===== src/rtl/barrett_mod_sched.sv =====
// barrett_mod_sched: serial mu precompute for modulus q, then a 3-stage
// valid/ready Barrett reduction pipeline with tag pass-through.
module barrett_mod_sched #(
  parameter int K     = 32,
  parameter int TAG_W = 8
) (
  input  logic             clk,
  input  logic             rst,
  input  logic             cfg_valid,
  output logic             cfg_ready,
  input  logic [K-1:0]     cfg_q,
  output logic             cfg_err,
  output logic             mod_ready,
  input  logic             in_valid,
  output logic             in_ready,
  input  logic [2*K-1:0]   in_x,
  input  logic [TAG_W-1:0] in_tag,
  output logic             out_valid,
  input  logic             out_ready,
  output logic [K-1:0]     out_r,
  output logic [TAG_W-1:0] out_tag
);

  typedef enum logic [1:0] {IDLE, DIV, RUN} state_t;
  localparam int CW = $clog2(2*K+2);

  state_t           r_state;
  logic [K-1:0]     r_q;
  logic [K+1:0]     r_mu;
  logic [K+1:0]     r_quo;
  logic [K:0]       r_rem;
  logic [CW-1:0]    r_cnt;
  logic             r_mod_ready;
  logic             r_cfg_err;

  logic             r_v1, r_v2, r_v3;
  logic [K+1:0]     r_xl1;
  logic [K+1:0]     r_q3;
  logic [TAG_W-1:0] r_t1, r_t2, r_t3;
  logic [K+1:0]     r_r1;
  logic [K-1:0]     r_r;

  logic             w_empty, w_cfg_ready, w_cfg_hs;
  logic             w_adv, w_in_ready, w_in_hs;
  logic             w_bit, w_ge;
  logic [K:0]       w_rem_sh, w_rem_nx;
  logic [K+1:0]     w_quo_nx;
  logic [K:0]       w_q1;
  logic [2*K+2:0]   w_p;
  logic [K+1:0]     w_q3q, w_r1, w_2q, w_qe, w_r;
  logic             w_unused;

  assign w_empty     = !r_v1 && !r_v2 && !r_v3;
  assign w_cfg_ready = (r_state == IDLE) || ((r_state == RUN) && w_empty);
  assign w_cfg_hs    = cfg_valid && w_cfg_ready;
  assign w_adv       = !r_v3 || out_ready;
  assign w_in_ready  = r_mod_ready && w_adv && !w_cfg_hs;
  assign w_in_hs     = in_valid && w_in_ready;

  // Dividend is 1 followed by 2K zeros, fed MSB first
  assign w_bit    = (r_cnt == CW'(2*K+1));
  assign w_rem_sh = {r_rem[K-1:0], w_bit};
  assign w_ge     = w_rem_sh >= {1'b0, r_q};
  assign w_rem_nx = w_ge ? w_rem_sh - {1'b0, r_q} : w_rem_sh;
  assign w_quo_nx = {r_quo[K:0], w_ge};

  assign w_q1  = in_x[2*K-1:K-1];
  assign w_p   = (2*K+3)'(w_q1) * (2*K+3)'(r_mu);
  assign w_qe  = {2'b00, r_q};
  assign w_2q  = {1'b0, r_q, 1'b0};
  assign w_q3q = r_q3 * w_qe;
  assign w_r1  = r_xl1 - w_q3q;

  always_comb begin
    w_r = r_r1;
    unique case (1'b1)
      (r_r1 >= w_2q): w_r = r_r1 - w_2q;
      (r_r1 <  w_2q) && (r_r1 >= w_qe): w_r = r_r1 - w_qe;
      default: w_r = r_r1;
    endcase
  end

  assign w_unused = ^{r_quo[K+1], r_rem[K], w_p[K:0], w_r[K+1:K]};

  always_ff @(posedge clk) begin
    if (rst) begin
      r_state     <= IDLE;
      r_q         <= '0;
      r_mu        <= '0;
      r_quo       <= '0;
      r_rem       <= '0;
      r_cnt       <= '0;
      r_mod_ready <= 1'b0;
      r_cfg_err   <= 1'b0;
    end else begin
      r_cfg_err <= 1'b0;
      if (w_cfg_hs) begin
        r_mod_ready <= 1'b0;
        if (!cfg_q[K-1]) begin
          r_state   <= IDLE;
          r_cfg_err <= 1'b1;
        end else begin
          r_q     <= cfg_q;
          r_rem   <= '0;
          r_quo   <= '0;
          r_cnt   <= CW'(2*K+1);
          r_state <= DIV;
        end
      end else if (r_state == DIV) begin
        r_rem <= w_rem_nx;
        r_quo <= w_quo_nx;
        r_cnt <= r_cnt - CW'(1);
        if (r_cnt == CW'(1)) begin
          r_mu        <= w_quo_nx;
          r_state     <= RUN;
          r_mod_ready <= 1'b1;
        end
      end
    end
  end

  always_ff @(posedge clk) begin
    if (rst) begin
      r_v1  <= 1'b0;
      r_v2  <= 1'b0;
      r_v3  <= 1'b0;
      r_xl1 <= '0;
      r_q3  <= '0;
      r_t1  <= '0;
      r_t2  <= '0;
      r_t3  <= '0;
      r_r1  <= '0;
      r_r   <= '0;
    end else if (w_adv) begin
      r_v1 <= w_in_hs;
      r_v2 <= r_v1;
      r_v3 <= r_v2;
      if (w_in_hs) begin
        r_xl1 <= in_x[K+1:0];
        r_q3  <= w_p[2*K+2:K+1];
        r_t1  <= in_tag;
      end
      if (r_v1) begin
        r_r1 <= w_r1;
        r_t2 <= r_t1;
      end
      if (r_v2) begin
        r_r  <= w_r[K-1:0];
        r_t3 <= r_t2;
      end
    end
  end

  assign cfg_ready = w_cfg_ready;
  assign cfg_err   = r_cfg_err;
  assign mod_ready = r_mod_ready;
  assign in_ready  = w_in_ready;
  assign out_valid = r_v3;
  assign out_r     = r_r;
  assign out_tag   = r_t3;

endmodule


===== config.mk =====
export PLATFORM = sky130hd
export DESIGN_NAME = barrett_mod_sched
export DESIGN_NICKNAME = d
export VERILOG_FILES = /design/src/rtl/barrett_mod_sched.sv
export SDC_FILE = /design/constraint.sdc
export NUM_CORES = 2
export LEC_CHECK = 0
export BUFFER_PORTS_ARGS = -buffer_cell sky130_fd_sc_hd__buf_2
export CAP_MARGIN = 10
export CELL_PAD_IN_SITES_DETAIL_PLACEMENT = 2
export CELL_PAD_IN_SITES_GLOBAL_PLACEMENT = 2
export CORE_ASPECT_RATIO = 1.1
export CORE_MARGIN = 3
export CORE_UTILIZATION = 42
export DETAILED_ROUTE_END_ITERATION = 16
export PLACE_DENSITY_LB_ADDON = 0.25
export SETUP_SLACK_MARGIN = 0.2
export SYNTH_ARGS = -nofsm -noshare
export SYNTH_HDL_FRONTEND = slang
export SYNTH_SLANG_ARGS = --single-unit
export TNS_END_PERCENT = 5

===== constraint.sdc =====
create_clock -name clk -period 9.4 [get_ports clk]
set_input_delay 0.47 -clock clk [delete_from_list [all_inputs] [get_ports clk]]
set_output_delay 0.47 -clock clk [all_outputs]
set_load 0.05 [all_outputs]

==> summary.txt <==
Floorplanning
  – # IOs: approximately 150
  – Starting Density: 42.37%
  – Row cnt: 155
  – Die Ht: 430.7 um
  – Core Footprint: 0.1625 mm^2
  – Die area: 0.1688 mm^2
  – Chip width: approximately 390 um

Synth
  – Yosys warns: 0
  – Commonest cells in the netlist: 1496 x fa_1, 1419 x inv_1, 1343 x nand2_1, 869 x and2_1, 510 x ha_1
  – Synth area leader: fa_1
  – Area share of the leading cell type in the synthesized netlist: 43.49%
  – Post-synthesis sequential area ratio: 8.809%
  – Post-synthesis cell type count: 80
  – Post-Synthesis Mean Instance Area: 8.829 um^2
  – Mapped Cells: between 7k and 8k
  – Count leader, synth: fa_1
  – Synth Cell Area: 0.06886 mm^2
  – Asr flop ratio synth: 0%
  – Top cells by area, synth: fa_1 43%, ha_1 9.3%, dfxtp_1 8.8%, and2_1 7.9%, inv_1 7.7%
  – Ys flop type: dfxtp_1
  – Post-synthesis register bit count: 303
  – Number of synthesized flops with an enable pin: 0
  – Mapped Nets: between 9k and 10k

Timing
  – Final setup violating endpoints: 0
  – Achievable Freq: 113.6 MHz
  – Post-route minimum period: 8805 ps
  – Final worst path period share: a little over nine tenths
  – Pins Over Slew Limit: 0
  – Final Hold Fails: 0
  – Setup TNS: 0 ps
  – Final WS setup: about 590 ps
  – Worst slew margin: about 18%
  – RSZ-0062 raised after global routing: false
  – Worst Max-Slew Pin Slew: 1227 ps
  – Final setup skew: 45.80 ps

Worst setup path
  – Reg2Reg Setup Slack: about 590 ps
  – Worst Setup End Kind: flip-flop
  – Most frequent CP cell: fa_1
  – Critical path arrival: a little over 9000 ps
  – Crit path buf inv count: 6
  – Largest stage delay on the critical path: 560 ps
  – Critical-path top delay cell: fa_1
  – Crit path kind: flip-flop to flip-flop
  – Maximum fanout along the worst path: 25
  – R2r endpoint: r_q3[31]
  – CP required: 9900 ps
  – Top Family by Delay on Critical Path: adder cells
  – Worst R2R Path Depth: 27
  – Worst setup SP type: flip-flop
  – Worst r2r src: r_mu[10]

Power and ir drop
  – Peak VDD IR: between 0.15 and 0.2 mV
  – Sequential share of power: 26.3%
  – Pwr per Cell Area: 74.22 mW/mm^2
  – Internal: 3172 uW
  – Switching pwr: 2252 uW
  – LEAKAGE: 0.03467 uW
  – Clock power frac: 29.5%
  – Comb pwr share: 44.2%
  – Switching power share of the total: 41.51%

Run
  – Max cap viols: 0

Placed design
  – Final HPWL DP: 207.9 mm
  – Final GP Congestion: 0.8736
  – Dpl ws: -262.4 ps
  – Placed insts: 9779
  – Port Buffer Count: ~150

GRT
  – Global-route wire length before repair: just under 400 mm
  – Gr usage total: 30.29%
  – Vias in the first global route: 65.01k
  – Largest net degree at the start of global routing: 187
  – Overflow after GRT: 0
  – Initial antenna violation count: 6

Clock network
  – CTS Sinks: around 300
  – Post-CTS setup buffers: 0
  – Total CTS buffers: 39
  – Clock transition at path regs: 60 ps
  – Worst-skew pair later-pin latency: 630 ps
  – Clock H-tree levels: 2
  – Cts hold-fix bufs: 0
  – # resized after CTS: 3
  – Clk root buf: clkbuf_16
  – Clk buf depth: 3
  – CTS tree: done

Routing
  – Residual DRC: 0
  – WL per Instance: 25.37 um
  – Average vias per placed instance: 5.445
  – Detailed Route Iter0 Violations: 2309
  – Drt first pass iters: 5
  – DRT Wirelength: 249.8 mm
  – Vias: between 50k and 60k
  – Post-route ant nets: 0

Finish
  – Final core area utilization: 44.97%
  – Nets: 9816
  – Area Overhead vs Synth: 6.135%
  – Fin cells: 9849
  – Fillers: about 18k
  – Share of layout cells above drive strength 1: 5.409%

Worst hold path
  – Hold worst-path end: r_xl1[22]
  – Hold Crit Class: input pin to flip-flop
  – Hold path depth: 3
  – Worst Hold Launch: in_x[22]

Run status
  – Outcome: finished, final reports clean
-- per-stage QoR --
stage | total power [uW] | hold WS, ps | area (um^2)
global placement | 3719 | 438.1 | 71740
finish | 5424 | 76.98 | 73080
global route | 5779 | 62.23 | 73080
detailed placement | 3811 | 448.9 | 71740
floorplan | 3189 | 432.1 | 68860
CTS | 5463 | 28.79 | 73060
-- placed cells by master (no fill, tap or decap), drive strengths merged, types with 8 or more instances in the layout --
| master | n |
|---|---|
| o21bai | 23 |
| and3 | 15 |
| nand3 | 71 |
| a31oi | 21 |
| fa | 1496 |
| a221o | 12 |
| clkbuf | 46 |
| xnor2 | 139 |
| xor2 | 64 |
| o211ai | 11 |
| mux2i | 9 |
| dfxtp | 303 |
| nor2 | 160 |
| a22oi | 8 |
| nand2 | 1343 |
| nor3 | 43 |
| o21a | 23 |
| nor2b | 18 |
| ha | 510 |
| a21oi | 369 |
| or3 | 11 |
| inv | 1426 |
| nor4 | 9 |
| buf | 297 |
| nand2b | 26 |
| a222oi | 11 |
| o31ai | 12 |
| nand4 | 25 |
| and2 | 871 |
| a21o | 90 |
| a211oi | 51 |
| o21ai | 110 |
-- final cells by class --
type,count,area (um^2),area share (%)
Multi-Input combinational cell,5641,55820,76.39
Sequential cell,303,6090,8.333
Inverter,1419,5326,7.288
Tap cell,2119,2651,3.628
Timing Repair Buffer,297,1882,2.575
Clock buffer,46,1032,1.412
Clock inverter,22,271.5,0.3715
Antenna cell,2,5.005,0.006848
-- worst max path at each step --
stage,from,to,slack [ps],cells past startpoint
after floorplan,r_q[0],r_r1[31],1820,27
after global placement,in_x[34],r_q3[31],-40,26
after detailed placement,in_x[34],r_q3[31],-260,26
after CTS,r_mu[10],r_q3[31],330,27
after global routing,r_mu[10],r_q3[31],240,27
final,r_mu[10],r_q3[31],590,27
-- power by group through the flow --
| stage | registers [uW] | logic [uW] | clock network, uW |
|---|---|---|---|
| final | 1430 | 2400 | 1600 |
| after global routing | 1440 | 2640 | 1700 |
| after CTS | 1430 | 2380 | 1660 |
| after detailed placement | 1450 | 2360 | 0 |
| after global placement | 1450 | 2270 | 0 |
| after floorplan | 1410 | 1780 | 0 |
-- sequential cells by signal, indices dropped and copies added (netlist names) --
| signal | count |
|---|---|
| out_r | 32 |
| out_tag | 8 |
| r_rem | 32 |
| out_valid | 1 |
| r_xl1 | 34 |
| r_q3 | 34 |
| r_mu | 34 |
| cfg_err | 1 |
| r_state | 2 |
| mod_ready | 1 |
| r_t2 | 8 |
| r_v1 | 1 |
| r_quo | 33 |
| r_cnt | 7 |
| r_q | 32 |
| r_t1 | 8 |
| r_r1 | 34 |
| r_v2 | 1 |
-- worst reg2reg max path, cell delays in order (launching register included) --
cell,delay [ps]
dfxtp_2,500
buf_4,390
and2_1,250
fa_1,430
fa_1,530
inv_1,60
fa_1,470
fa_1,500
fa_1,560
inv_1,60
fa_1,520
fa_1,510
inv_1,50
fa_1,470
inv_1,40
ha_1,340
nand4_1,190
nor3_2,370
o211ai_1,180
a21oi_2,400
o311ai_2,210
buf_4,190
a21oi_1,270
nor2_1,130
o21ai_0,410
a31oi_1,180
and4_1,220
a311o_1,260
-- metal layers --
layer,share of wire (%),vias up,routed length (um),global-route usage (%)
met5,0.0052,-,13,0
met4,4.2,2,10580,11.25
met3,3.1,456,7763,2.517
met2,52,1080,130700,55.39
met1,40,28810,100800,36.94
li1,-,23280,-,-
-- logic make-up after synthesis --
logic type,Yosys count,share of synthesized area [%]
AO/OA/AOI/OAI,806,7.330
multiplexers,9,0.1308
flip-flops,303,8.809
AND/OR/NAND/NOR,2617,18.19
buffers and inverters,1855,10.19
XOR/XNOR,203,2.582
adder cells (fa/ha/maj),2006,52.76
No activity file was read; power rests on OpenSTA's default activity.
